**config.mk**
```make
export PLATFORM = sky130hd
export DESIGN_NAME = execute_stage
export DESIGN_NICKNAME = d
export VERILOG_FILES = /design/src/rtl/execute_stage.sv
export SDC_FILE = /design/constraint.sdc
export NUM_CORES = 2
export LEC_CHECK = 0
export CAP_MARGIN = 5
export CORE_ASPECT_RATIO = 0.8
export CORE_MARGIN = 3
export CORE_UTILIZATION = 50
export DETAILED_ROUTE_END_ITERATION = 7
export PLACE_DENSITY = 0.7
export SETUP_SLACK_MARGIN = 0.15
export SYNTH_ARGS = -nofsm -noshare
export SYNTH_HDL_FRONTEND = slang
export SYNTH_SLANG_ARGS = --single-unit
```
**constraint.sdc**
```tcl
create_clock -name clk -period 10.1 [get_ports clk]
set_input_delay 2.02 -clock clk [delete_from_list [all_inputs] [get_ports clk]]
set_output_delay 2.02 -clock clk [all_outputs]
set_load 0.05 [all_outputs]
```
**src/rtl/execute_stage.sv**
```systemverilog
// Execute stage: ALU (add/sub/and) with one-cycle latency plus a multi-cycle
// multiplier, with downstream stall holding, flush and synchronous reset.
module execute_stage #(
  parameter int unsigned WORD_WIDTH           = 32,
  parameter int unsigned REGISTER_INDEX_WIDTH = 5,
  parameter int unsigned OFFSET_SIZE          = 12,
  parameter int unsigned MUL_LATENCY          = 4,
  parameter logic [WORD_WIDTH-1:0] NOP_INSTRUCTION = WORD_WIDTH'(32'h00000013)
) (
  input  logic                            clk,
  input  logic                            rst,
  input  logic [WORD_WIDTH-1:0]           instruction_in,
  input  logic [REGISTER_INDEX_WIDTH-1:0] destination_register_in,
  input  logic [WORD_WIDTH-1:0]           first_input_in,
  input  logic [WORD_WIDTH-1:0]           second_input_in,
  input  logic [OFFSET_SIZE-1:0]          offset_in,
  input  logic [1:0]                      cu_alu_op_in,
  input  logic                            cu_is_imm_in,
  input  logic                            cu_branch_in,
  input  logic                            cu_reg_write_in,
  input  logic                            cu_mem_to_reg_in,
  input  logic                            cu_d_cache_access_in,
  input  logic                            cu_d_cache_op_in,
  input  logic                            cu_is_byte_op_in,
  input  logic                            stall_in,
  input  logic                            flush_in,
  output logic                            execution_empty,
  output logic [WORD_WIDTH-1:0]           result_out,
  output logic [WORD_WIDTH-1:0]           store_data_out,
  output logic [REGISTER_INDEX_WIDTH-1:0] destination_register_out,
  output logic [WORD_WIDTH-1:0]           instruction_out,
  output logic                            valid_out,
  output logic                            branch_taken_out,
  output logic                            cu_branch_out,
  output logic                            cu_reg_write_out,
  output logic                            cu_mem_to_reg_out,
  output logic                            cu_d_cache_access_out,
  output logic                            cu_d_cache_op_out,
  output logic                            cu_is_byte_op_out
);

  localparam int unsigned CNT_W  = $clog2(MUL_LATENCY);
  localparam int unsigned CTRL_W = 6;
  localparam int unsigned EXT_W  = WORD_WIDTH - OFFSET_SIZE;

  typedef enum logic [1:0] {IDLE, MUL_BUSY, HOLD} state_t;

  state_t                          state_q;
  logic [CNT_W-1:0]                cnt_q;
  logic [WORD_WIDTH-1:0]           op_a_q, op_b_q;
  logic [WORD_WIDTH-1:0]           pend_instr_q, pend_store_q;
  logic [REGISTER_INDEX_WIDTH-1:0] pend_dest_q;
  logic [CTRL_W-1:0]               pend_ctrl_q, ctrl_q;
  logic                            pend_branch_q;

  logic [WORD_WIDTH-1:0] operand_b, alu_result, product;
  logic [CTRL_W-1:0]     ctrl_in;
  logic                  is_nop, is_mul, branch_in, mul_done;

  // Operand selection and single-cycle ALU
  always_comb begin
    operand_b = cu_is_imm_in ? {{EXT_W{offset_in[OFFSET_SIZE-1]}}, offset_in} : second_input_in;
    is_nop    = (instruction_in == NOP_INSTRUCTION);
    is_mul    = (cu_alu_op_in == 2'b10) && !is_nop;
    branch_in = cu_branch_in && (first_input_in == second_input_in) && !is_nop;
    ctrl_in   = {cu_branch_in, cu_reg_write_in, cu_mem_to_reg_in,
                 cu_d_cache_access_in, cu_d_cache_op_in, cu_is_byte_op_in};
    case (cu_alu_op_in)
      2'b00:   alu_result = first_input_in + operand_b;
      2'b01:   alu_result = first_input_in - operand_b;
      2'b11:   alu_result = first_input_in & operand_b;
      default: alu_result = '0;
    endcase
    product  = op_a_q * op_b_q;
    mul_done = !stall_in && (state_q == HOLD || (state_q == MUL_BUSY && cnt_q == '0));
  end

  assign execution_empty = (state_q == IDLE) && !stall_in;
  assign {cu_branch_out, cu_reg_write_out, cu_mem_to_reg_out,
          cu_d_cache_access_out, cu_d_cache_op_out, cu_is_byte_op_out} = ctrl_q;

  always_ff @(posedge clk) begin
    if (rst) begin
      state_q                  <= IDLE;
      cnt_q                    <= '0;
      result_out               <= '0;
      store_data_out           <= '0;
      destination_register_out <= '0;
      instruction_out          <= NOP_INSTRUCTION;
      valid_out                <= 1'b0;
      branch_taken_out         <= 1'b0;
      ctrl_q                   <= '0;
    end else if (flush_in) begin
      state_q          <= IDLE;
      cnt_q            <= '0;
      instruction_out  <= NOP_INSTRUCTION;
      valid_out        <= 1'b0;
      branch_taken_out <= 1'b0;
      ctrl_q           <= '0;
    end else begin
      if (state_q == IDLE && !stall_in) begin
        if (is_mul) begin
          op_a_q        <= first_input_in;
          op_b_q        <= operand_b;
          pend_instr_q  <= instruction_in;
          pend_store_q  <= second_input_in;
          pend_dest_q   <= destination_register_in;
          pend_ctrl_q   <= ctrl_in;
          pend_branch_q <= branch_in;
          cnt_q         <= CNT_W'(MUL_LATENCY - 1);
          state_q       <= MUL_BUSY;
          valid_out     <= 1'b0;
        end else begin
          result_out               <= alu_result;
          store_data_out           <= second_input_in;
          destination_register_out <= destination_register_in;
          instruction_out          <= instruction_in;
          valid_out                <= !is_nop;
          branch_taken_out         <= branch_in;
          ctrl_q                   <= is_nop ? '0 : ctrl_in;
        end
      end
      // Counter runs even under stall; completion under stall parks in HOLD
      if (state_q == MUL_BUSY) begin
        if (cnt_q != '0) cnt_q <= cnt_q - CNT_W'(1);
        else if (stall_in) state_q <= HOLD;
      end
      if (mul_done) begin
        result_out               <= product;
        store_data_out           <= pend_store_q;
        destination_register_out <= pend_dest_q;
        instruction_out          <= pend_instr_q;
        valid_out                <= 1'b1;
        branch_taken_out         <= pend_branch_q;
        ctrl_q                   <= pend_ctrl_q;
        state_q                  <= IDLE;
      end
    end
  end

endmodule
```
==> results.toml <==
[run_status]
outcome = "complete, no violations"

[global_routing]
grt_pass1_wl_um = 136000
overflow = 0
grt_max_degree = 107
grt_pass1_vias = 23200
antenna_found_initial = 1
track_usage_pct = 29.3

[worst_setup_path]
path_buf_inv = 4
cp_slowest_stage_delay_ps = 820
cp_cell_sequence = "and2_1, fa_1, inv_1, fa_1, fa_1, inv_1, fa_1, ha_1, ha_1, inv_1, fa_1, inv_1, fa_1, ha_1, o21a_1, o21ai_0, o41ai_1, o31ai_1, a21oi_1, o41ai_2, o21a_1, o311ai_0, a211oi_1"
crit_path_end_kind = "flop"
worstSetupStartpointType = "flop"
crit_top_cell = "fa_1"
critical_path_class = "flop to flop"
critPathMaxFanout = 30
arrival_ps = 8390
crit_required_ps = 10500
crit_family = "adder cells"
critPathSlowestCell = "o41ai_1"

[min_path]
min_path_type = "flop to flop"

[clock_tree]
clk_path_buf_depth = 3
clk_latency_ps = 560
cts_sinks = 253
root_buffer = "clkbuf_16"
cts_tree = "done"
numCtsBuffers = 27
cts.htree.levels = 1
post-cts-setup-buffers = 0
ctsResizeCount = 0
ctsHoldBuffers = 0
path_clk_slew_ps = 60

[final_layout]
synthToLayoutAreaGrowth_pct = 14.0
drive_gt1_share_pct = 3.70
final_common_cell = "fa_1"
fin_nets = 3805
final_cell_mix = "fa_1 (409), inv_1 (405), nand2_1 (366)"
final_cell_area_um2 = 32100

[sta]
max_slew_margin_pct = 27.6
finalHoldViolCount = 0
fin_crit_ps = 7990
fmax_mhz = 125
finClkSkew_ps = 11.9
final.setup.tns_ps = 0
setup_violations = 0
worstMarginPinSlew_ps = 1080
grt_setup_unrepaired = "false"
fin_crit_sh_pct = 79.1
slew_viol_final = 0

[detailed_routing]
ant_nets = 0
viasPerCell = 5.78
drt_iter0_markers = 1794
first_pass_iters = 6
routed_wl_um = 86200
drc = 0
wire_per_inst_um = 22.2
vias = 22500

[floorplan]
die_area_um2 = 59200
io-pin-count = 236
dieHeight_um = 218
rows = 77
dieWidth_um = 271
start_util_pct = 50.7
core-area_um2 = 55500

[logic_synthesis]
synth_edf_count = 140
async_flop_share_pct = 0
syn_avg_cell_area_um2 = 9.46
syn-num-nets = 3666
ys_ff_latch = 253
yosys_most_used_dff = "edfxtp_1"
synth_top_area_cell = "fa_1"
synth_area_um2 = 28100
yosysSeqAreaShare_pct = 23.0
synth.distinct_cells = 71
synth.area.top_cells = "fa_1 (29%), edfxtp_1 (15%), dfxtp_1 (8.0%)"
netlist.area_leader.share_pct = 29.1
yosysWarnings = 0
syn_inst = 2975

[power]
total_power_w = 0.00564
vdd_drop_max_mv = 0.222
power_leakage_nw = 13.8
p_per_area_nw_per_um2 = 176

[placed_design]
finalWeightedCongestion = 0.972
place_hpwl_um = 67100
port_buffers = 235
place_area_um2 = 31100

[run]
maxCapViolCount = 0
## worst register-to-register path: cells and delay by family, from the launching register on
kind	cells	cell delay, ps
AOI/OAI and AO/OA	9	2690
adders and majority gates	9	3740
buffers and inverters	4	200
DFF	1	800
and+or+nand+nor	1	390
## cell families after synthesis
| group | Yosys count | synth area share, % |
|---|---|---|
| AND/OR/NAND/NOR | 1014 | 17.8 |
| buffers and inverters | 567 | 7.63 |
| adder cells (fa/ha/maj) | 565 | 36.0 |
| AO/OA/AOI/OAI | 396 | 9.83 |
| flip-flops | 253 | 23.0 |
| XOR/XNOR | 164 | 5.10 |
| multiplexers | 16 | 0.680 |
## stage by stage
step / setup slack [ps] / util (%) / instances / hold WS (ps)
2_1_floorplan: 2390 / - / 2975 / 459
5_1_grt: 1700 / 57.8 / 3886 / 472
6_report: 2110 / 57.8 / 3888 / 465
3_5_place_dp: 2240 / 56.1 / 3835 / 452
4_1_cts: 2200 / 57.8 / 3885 / 461
3_3_place_gp: 2480 / 56.1 / 3835 / 445
## routing by layer
layer	vias up	track usage, %	wire, um
met1	11400	41.1	36200
li1	9875	-	-
met3	184	3.79	6890
met2	1030	46.8	39300
met5	-	0	0
met4	0	11.0	3780
## Yosys cell counts, drive strengths merged (6+ instances only)
cell	number
or3	6
ha	156
or2	6
o21ai	69
dfxtp	113
clkbuf	153
nor2b	16
mux2i	11
a21o	43
nand2	366
nand3	30
nor2	166
o21bai	8
and2	314
xnor2	126
nor3	33
o221ai	34
nand2b	15
a21oi	82
buf	8
and3	16
a211oi	22
inv	406
fa	409
nand4	17
edfxtp	140
a311oi	43
xor2	38
o21a	11
o211ai	25
a31oi	12
nor4	19
## final timing paths
path	cells after the start	slack [ps]	endpoint	startpoint
max reg2reg	23	2110	result_out[30]$_SDFFE_PP0P_	op_b_q[2]$_DFFE_PP_
min	2	460	result_out[7]$_SDFFE_PP0P_	result_out[7]$_SDFFE_PP0P_
min reg2reg	2	460	result_out[7]$_SDFFE_PP0P_	result_out[7]$_SDFFE_PP0P_
max	23	2110	result_out[30]$_SDFFE_PP0P_	op_b_q[2]$_DFFE_PP_
## area by class of cell
class                      count  area [um2]
antenna                        3        7.51
clock buffer                  29         693
clock inverter                21         273
fill                        4857       23400
inverter                     406        1520
multi-input combinational   2155       19600
sequential                   253        6470
tap                          750         938
timing repair buffer         271        2630
## power breakdown
part           switching (W)  internal [W]  leakage (nW)
clock               0.000443      0.000635         0.466
sequential         0.0000266       0.00112          2.19
combinational        0.00209       0.00132          11.1
## sequential cells by signal, indices dropped and copies added (netlist names)
name / flops
instruction_out: 32
op_a_q: 32
op_b_q: 32
pend_instr_q: 32
pend_store_q: 32
result_out: 32
store_data_out: 32
ctrl_q: 6
pend_ctrl_q: 6
destination_register_out: 5
pend_dest_q: 5
cnt_q: 2
state_q: 2
branch_taken_out: 1
pend_branch_q: 1
valid_out: 1
Power figures use the tool's default switching activity.
